--- src/rtl/bcd_field_accumulator.sv ---
// Bit-serial BCD time-field collector with multi-cycle Horner conversion to binary.
// Flags malformed digits and out-of-range field values alongside a one-cycle result strobe.
module bcd_field_accumulator #(
  parameter int NUM_DIGITS = 3,
  parameter int VALUE_W    = 10,
  parameter int MAX_VALUE  = 999
) (
  input  logic               clk,
  input  logic               rst_n,
  input  logic               field_start,
  input  logic               bit_valid,
  input  logic               bit_value,
  input  logic [1:0]         bit_idx,
  input  logic [1:0]         digit_idx,
  input  logic               field_end,
  output logic               busy,
  output logic [VALUE_W-1:0] value_out,
  output logic               value_valid,
  output logic               digit_error,
  output logic               range_error
);

  typedef enum logic [1:0] {IDLE, COLLECT, CONVERT, FINISH} state_t;

  localparam logic [2:0]  DIGITS_U = 3'(NUM_DIGITS);
  localparam logic [1:0]  CNT_TOP  = 2'(NUM_DIGITS - 1);
  localparam logic [31:0] MAX_U    = 32'(MAX_VALUE);

  state_t             state;
  logic [3:0]         store [NUM_DIGITS];
  logic               idx_err;
  logic [1:0]         cnt;
  logic [VALUE_W-1:0] acc;
  logic               bad_digit;

  // acc*10 + digit, wrapping at VALUE_W bits
  function automatic logic [VALUE_W-1:0] horner_step(input logic [VALUE_W-1:0] a,
                                                     input logic [3:0] d);
    return (a << 3) + (a << 1) + VALUE_W'(d);
  endfunction

  function automatic logic over_range(input logic [VALUE_W-1:0] v);
    return 32'(v) > MAX_U;
  endfunction

  always_comb begin
    bad_digit = idx_err;
    for (int i = 0; i < NUM_DIGITS; i++) begin
      if (store[i] > 4'd9) bad_digit = 1'b1;
    end
  end

  assign busy = (state == COLLECT) || (state == CONVERT);

  always_ff @(posedge clk or negedge rst_n) begin
    if (!rst_n) begin
      state       <= IDLE;
      idx_err     <= 1'b0;
      cnt         <= '0;
      acc         <= '0;
      value_out   <= '0;
      value_valid <= 1'b0;
      digit_error <= 1'b0;
      range_error <= 1'b0;
      for (int i = 0; i < NUM_DIGITS; i++) store[i] <= 4'd0;
    end else begin
      value_valid <= 1'b0;
      // field_start restarts collection from any state, discarding an unfinished field
      if (field_start) begin
        state   <= COLLECT;
        idx_err <= 1'b0;
        for (int i = 0; i < NUM_DIGITS; i++) store[i] <= 4'd0;
      end else begin
        case (state)
          IDLE: ;
          COLLECT: begin
            if (bit_valid) begin
              if ({1'b0, digit_idx} < DIGITS_U) store[digit_idx][bit_idx] <= bit_value;
              else                               idx_err <= 1'b1;
            end
            if (field_end) begin
              state <= CONVERT;
              acc   <= '0;
              cnt   <= CNT_TOP;
            end
          end
          CONVERT: begin
            acc <= horner_step(acc, store[cnt]);
            cnt <= cnt - 2'd1;
            if (cnt == 2'd0) state <= FINISH;
          end
          FINISH: begin
            value_out   <= acc;
            digit_error <= bad_digit;
            range_error <= !bad_digit && over_range(acc);
            value_valid <= 1'b1;
            state       <= IDLE;
          end
          default: state <= IDLE;
        endcase
      end
    end
  end

endmodule

--- config.mk ---
export PLATFORM = sky130hd
export DESIGN_NAME = bcd_field_accumulator
export DESIGN_NICKNAME = d
export VERILOG_FILES = /design/src/rtl/bcd_field_accumulator.sv
export SDC_FILE = /design/constraint.sdc
export NUM_CORES = 1
export LEC_CHECK = 0
export CORE_MARGIN = 5
export CORE_UTILIZATION = 55
export DETAILED_ROUTE_END_ITERATION = 6
export GPL_ROUTABILITY_DRIVEN = 0
export PLACE_DENSITY = 0.78
export SYNTH_ARGS = -nofsm -noshare
export SYNTH_HDL_FRONTEND = slang
export SYNTH_SLANG_ARGS = --single-unit
--- constraint.sdc ---
create_clock -name clk -period 7.27 [get_ports clk]
set_clock_uncertainty 0.05 [all_clocks]
set_input_delay 1.454 -clock clk [delete_from_list [all_inputs] [get_ports clk]]
set_output_delay 1.454 -clock clk [all_outputs]
set_load 0.02 [all_outputs]
==> results of run 1 <==
[worst max-delay path by stage]
stage                               to  slack (ps)
after floorplan                 acc[9]        4420
after global placement    value_out[7]        3770
after detailed placement        acc[8]        3720
after CTS                       acc[8]        4030
after global routing      value_out[7]        3930
final                             busy        4040
[synthesized netlist by cell type (all sizes together), types with 3 or more instances]
master and n:
or2 3, mux2i 11, nor3 3, dfrtp 40
a21oi 15, xnor2 4, mux2 8, inv 16
buf 3, nand2b 5, clkbuf 8, o21ai 20
ha 18, nand2 21, a22o 5, nor2 17
nand3b 3, nand3 3
[sequential cells by signal, summed over array words and instances, names as in the netlist]
register     flops
store           12
acc             10
value_out       10
cnt              2
state            2
digit_error      1
idx_err          1
range_error      1
value_valid      1
[per-layer routing]
layer / GRT usage (%) / vias up / part of all wire, %
met5: 0 / - / 0
met4: 5.929 / 0 / 1.2
met3: 4.005 / 6 / 3.6
met2: 32.21 / 29 / 50
met1: 22.91 / 835 / 45
li1: - / 862 / -
[cell families (layout without fill, tap and decap cells)]
group                    count (synthesis)  count (layout)  synth area share [%]
AO/OA/AOI/OAI                           58              58                 15.93
multiplexers                            19              19                 8.640
buffers and inverters                   27              46                 5.129
AND/OR/NAND/NOR                         63              63                 13.77
flip-flops                              40              40                 43.20
adder cells (fa/ha/maj)                 20              20                 11.45
XOR/XNOR                                 5               5                 1.890
[power groups by stage]
stage	clock network [mW]	logic, mW	registers (mW)
global route	0.153	0.142	0.251
CTS	0.145	0.128	0.249
finish	0.142	0.127	0.249
floorplan	0	0.0918	0.252
detailed placement	0	0.127	0.254
global placement	0	0.125	0.253
[area by class of cell]
class	instances	area, sq um	share of cell area, %
flip-flops and latches	40	1001	38.15
multi-input cells	165	1197	45.64
inverters	16	60.06	2.289
clock buffers	6	72.57	2.766
well taps	50	62.56	2.384
repair buffers	23	225.2	8.584
clock inverters	1	5.005	0.1907
[cells in the final DEF (no fill, tap or decap), types with 2 or more instances in the layout]
cell | Yosys | layout
dfrtp_1 | 40 | 40
clkdlybuf4s50_1 | 0 | 22
nand2_1 | 21 | 21
o21ai_0 | 18 | 18
ha_1 | 18 | 18
nor2_1 | 17 | 17
inv_1 | 16 | 16
a21oi_1 | 15 | 15
mux2i_1 | 11 | 11
mux2_2 | 8 | 8
nand2b_1 | 5 | 5
a22o_1 | 5 | 5
clkbuf_8 | 0 | 5
xnor2_1 | 4 | 4
or2_1 | 3 | 3
nand3b_1 | 3 | 3
nand3_1 | 3 | 3
nor3_1 | 3 | 3
o21bai_1 | 2 | 2
o21ai_1 | 2 | 2
a221oi_1 | 2 | 2
nand4b_1 | 2 | 2
nand4_1 | 2 | 2
a32oi_1 | 2 | 2
fa_1 | 2 | 2
[metrics by stage]
stage                     setup slack [ps]  area (sq um)  hold slack, ps  total power, mW
after floorplan                       4424          2317           409.3           0.3443
after global placement                3769          2546           413.8           0.3783
after detailed placement              3720          2546           419.2           0.3802
after CTS                             4027          2624           436.3           0.5224
after global routing                  3926          2624           474.7           0.5470
final                                 4040          2624           427.4           0.5180
[worst reg2reg max path, delay by kind of cell (launching register included)]
| family | cells | cell delay [ps] |
|---|---|---|
| AOI/OAI and AO/OA | 5 | 1260 |
| adders and majority gates | 2 | 710 |
| DFF | 1 | 500 |
| muxes | 1 | 240 |
| buffers and inverters | 1 | 110 |
| and+or+nand+nor | 1 | 50 |
==> impl_metrics.tcl, run 1 <==
set metrics [dict create \
    status "finished clean" \
    r2r_end "acc[9]" \
    synth_cells 232 \
    cp_data_required_time_ps 5770 \
    synth_ff_type "dfrtp_1" \
    ys_ff_latch 40 \
    grt_pass1_vias 1693 \
    nFillCells 343 \
    ioPinCount 24 \
    drt_iter0_markers 77 \
    avgSynthCellArea_sq_um 9.988 \
    port_buffers 23 \
    peakVddDrop_mv 0.1564 \
    worstPathCellList "inv_1 -> ha_1 -> inv_1 -> clkdlybuf4s50_1" \
    fmax_mhz 309.6 \
    setup_viol 0 \
    wl_um 4714 \
    cts_tree "yes" \
    p_leak_nw 1.263 \
    synth_area_sq_mm 0.002317 \
    rr_worst_depth 10 \
    ys_types 44 \
    grt_overflow_total 0 \
    yosysSeqAreaShare_pct 43.20 \
    cts_setup_buffers 0 \
    p_switching_mw 0.1636 \
    clk_pin_slew_worst_paths_ps 80 \
    drive_above_1_share_pct 6.773 \
    grt_use_total_pct 18.54 \
    min_period_over_period_pct 44.43 \
    period_needed_ps 3230 \
    r2r_slack_ps 4270 \
    slew_violations 0 \
    viasPerCell 5.754 \
    intPower_mw 0.3544 \
    max_slew_margin_pct 40.83 \
    rows 23 \
    critical_path.slowest_cell "clkdlybuf4s50_1" \
    ys.warnings.count 0 \
    hp-class "flip-flop to flip-flop" \
    crit_family "buffers and inverters" \
    grt_pass1_wl_um 7872 \
    antenna_found_initial 0 \
    start_kind "flip-flop" \
    pwr-share-seq_pct 48.1 \
    rsz0062_at_grt "false" \
    synth_fp_nets 262 \
    fin_util_pct 65.12 \
    synth_area_leader_cell "dfrtp_1" \
    cts_buffers 5 \
    hp-start "digit_error" \
    sw_frac_of_total_pct 31.58 \
    cpMostUsedCell "inv_1" \
    dpl.hpwl_um 3427 \
    p_comb_share_pct 24.5 \
    crit_start "state[0]" \
    dp_cells 294 \
    clk-insertion-delay-late_ps 290 \
    whs_endpoint "digit_error" \
    chipWidth_um 74.91 \
    worst_ep_arrival_time_ps 1730 \
    synthArstFlopShare_pct 100.0 \
    dr.pass1.iters 4 \
    worst-setup-path-type "flip-flop to output port" \
    crit_cells 4 \
    critPathMaxFanout 5 \
    cts_max_path_buffers 2 \
    core-area_sq_mm 0.004029 \
    end_kind "output port" \
    route.vias.total 1732 \
    synthTopCellsByArea "dfrtp_1 (43%), ha_1 (9.7%), mux2i_1 (4.8%)" \
    slowest_delay_ps 590 \
    p_clk_share_pct 27.4 \
    ant_nets 0 \
    synth_top_area_share_pct 43.20 \
    finalHoldViolCount 0 \
    synth_edf_count 0 \
    root_buffer "clkbuf_8" \
    drc_errors 0 \
    r2r-start "cnt[1]" \
    initial_utilization_pct 57.52 \
    grt_max_degree 41 \
    whs_path_depth 2 \
    antennaDiodeCount 0 \
    cts-htree-levels 2 \
    cts.sinks 40 \
    power.density_mw_per_mm2 197.4 \
    syn_to_final_growth_pct 13.23 \
    holdBufCountCts 0 \
    final_cells 301 \
    dieArea_sq_mm 0.005612 \
    cap_viol_max_count 0 \
    crit_buf_inv 3 \
    die_h_um 74.91 \
    fin_tns_setup_ps 0 \
    finish.net_count 281 \
    worstMarginPinSlew_ps 887.5 \
    avgRoutedWirePerCell_um 15.66 \
    ctsResizeCount 0 \
]
Note: power is estimated with default switching activity, not from simulation.
==> run 2, diff against run 1 <==
--- a/config.mk
+++ b/config.mk
@@ -6,10 +6,10 @@
 export NUM_CORES = 1
 export LEC_CHECK = 0
 export CORE_MARGIN = 5
-export CORE_UTILIZATION = 55
+export CORE_UTILIZATION = 51
 export DETAILED_ROUTE_END_ITERATION = 6
 export GPL_ROUTABILITY_DRIVEN = 0
-export PLACE_DENSITY = 0.78
+export PLACE_DENSITY = 0.76
 export SYNTH_ARGS = -nofsm -noshare
 export SYNTH_HDL_FRONTEND = slang
 export SYNTH_SLANG_ARGS = --single-unit
==> constraint.sdc (replaced) <==
create_clock -name clk -period 2.9 [get_ports clk]
set_clock_uncertainty 0.05 [all_clocks]
set_input_delay 0.58 -clock clk [delete_from_list [all_inputs] [get_ports clk]]
set_output_delay 0.58 -clock clk [all_outputs]
set_load 0.02 [all_outputs]
==> run 2 against run 1 <==
Net effect:
- register-to-register slack got worse by 4100 ps
- combinational power increased to 2.6 times the previous value
- sequential power increased by 150%
- hold slack got worse by 68 ps
==> impl_metrics.tcl, run 2 (same netlist as run 1, synthesis figures left out) <==
set metrics [dict create \
    largest_register_ffs 12 \
    top_regs "store: 12 flops, acc: 10 flops, value_out: 10 flops" \
    peakVddDrop_mv 0.3534 \
    start_kind "flip-flop" \
    core-area_sq_mm 0.004384 \
    die_h_um 77.41 \
    ant_nets 0 \
    cts.sinks 40 \
    intPower_mw 0.9278 \
    viasPerCell 5.738 \
    p_switching_mw 0.4082 \
    grt_pass1_vias 1741 \
    placedInstanceArea_sq_mm 0.002579 \
    pwr-share-seq_pct 46.6 \
    rows 24 \
    layout_commonest_cell "dfrtp_1" \
    syn_to_final_growth_pct 16.41 \
    top_register "store" \
    antenna_found_initial 0 \
    dpl.hpwl_um 3468 \
    p_leak_nw 1.284 \
    power.density_mw_per_mm2 495.3 \
    cp_data_required_time_ps 3060 \
    grt_max_degree 41 \
    max_slew_margin_pct 40.51 \
    clk_pin_slew_worst_paths_ps 70 \
    r2r_slack_ps 160 \
    finish.net_count 286 \
    fmax_mhz 364.4 \
    p_clk_share_pct 28.7 \
    grt_overflow_total 0 \
    initial_utilization_pct 52.85 \
    setup_viol 0 \
    chipWidth_um 77.41 \
    finalHoldViolCount 0 \
    wl_um 4686 \
    clk-insertion-delay-late_ps 290 \
    grt_use_total_pct 16.39 \
    worst-setup-path-type "flip-flop to flip-flop" \
    hp-class "input port to asynchronous set/reset pin" \
    period_needed_ps 2745 \
    holdBufCountCts 0 \
    cts_buffers 5 \
    root_buffer "clkbuf_8" \
    holdWs_ps 359.6 \
    final_cell_mix "dfrtp_1 (39), clkdlybuf4s50_1 (22), nand2_1 (21)" \
    end_kind "flip-flop" \
    worst_ep_arrival_time_ps 2910 \
    dr.pass1.iters 4 \
    cts_max_path_buffers 2 \
    drc_errors 0 \
    cap_viol_max_count 0 \
    drive_above_1_share_pct 10.51 \
    p_comb_share_pct 24.8 \
    sw_frac_of_total_pct 30.55 \
    antennaDiodeCount 0 \
    status "finished clean" \
    ioPinCount 24 \
    slew_violations 0 \
    grt_pass1_wl_um 7852 \
    critPathMaxFanout 5 \
    fin_tns_setup_ps 0 \
    port_buffers 23 \
    cts_tree "yes" \
    rsz0062_at_grt "false" \
    nFillCells 367 \
    fin_area_sq_mm 0.002698 \
    dieArea_sq_mm 0.005992 \
    avgRoutedWirePerCell_um 15.17 \
    min_period_over_period_pct 94.64 \
    route.vias.total 1773 \
    worstMarginPinSlew_ps 892.3 \
    drt_iter0_markers 87 \
    cts-htree-levels 2 \
]
[run 2: layout make-up]
cell class                      instances  area [sq um]  share of cell area, %
Tap cell                               52         65.06                  2.412
Sequential cell                        40          1002                  37.15
Multi-Input combinational cell        165          1217                  45.13
Timing Repair Buffer                   28         262.8                  9.740
Inverter                               16         60.06                  2.226
Clock buffer                            8         90.09                  3.340
[run 2: critical path, stage by stage (launching register included)]
cell	delay, ps
dfrtp_1	430
mux2i_1	210
nor2_1	60
a31oi_1	190
fa_1	460
inv_2	100
ha_4	200
a211o_1	310
a41o_1	230
a2111o_1	370
o211ai_1	80
[run 2: power by group through the flow]
stage / sequential (mW) / combinational (mW) / clock, mW
2_1_floorplan: 0.633 / 0.230 / 0
4_1_cts: 0.621 / 0.331 / 0.391
3_3_place_gp: 0.631 / 0.323 / 0
5_1_grt: 0.627 / 0.362 / 0.420
6_report: 0.622 / 0.331 / 0.383
3_5_place_dp: 0.632 / 0.331 / 0
[run 2: final timing paths]
| kind | from | end | depth (start not counted) |
|---|---|---|---|
| worst max-delay path | cnt[1] | acc[9] | 10 |
| worst min-delay path | rst_n | value_out[9] | 1 |
| worst max register to register | cnt[1] | acc[9] | 10 |
| worst min register to register | digit_error | digit_error | 2 |
| max in group asynchronous | rst_n | cnt[0] | 1 |
| min in group clk | digit_error | digit_error | 2 |
[run 2: per-stage QoR]
stage	worst slack [ps]	utilization, %	power (mW)	cells
4_1_cts	37.85	60.87	1.343	308
6_report	155.4	61.53	1.336	309
2_1_floorplan	53.50	-	0.8630	232
3_5_place_dp	66.44	58.82	0.9631	300
5_1_grt	9.595	61.53	1.410	309
3_3_place_gp	130.6	58.82	0.9539	300
[run 2: repair_timing]
| item | CTS | global route |
|---|---|---|
| gates resized for setup | 0 | 6 |
| hold endpoints to repair | 0 | 0 |
| setup buffers | 0 | 1 |
| setup endpoints to repair | 0 | 2 |
[run 2: metal layers]
metal  share of wire [%]  GRT usage, %  wire length [um]
met1                  45         19.23              2103
met3                 3.9         4.167               182
met5                   0             0                 0
met2                  50         28.70              2320
met4                 1.7         6.186                80
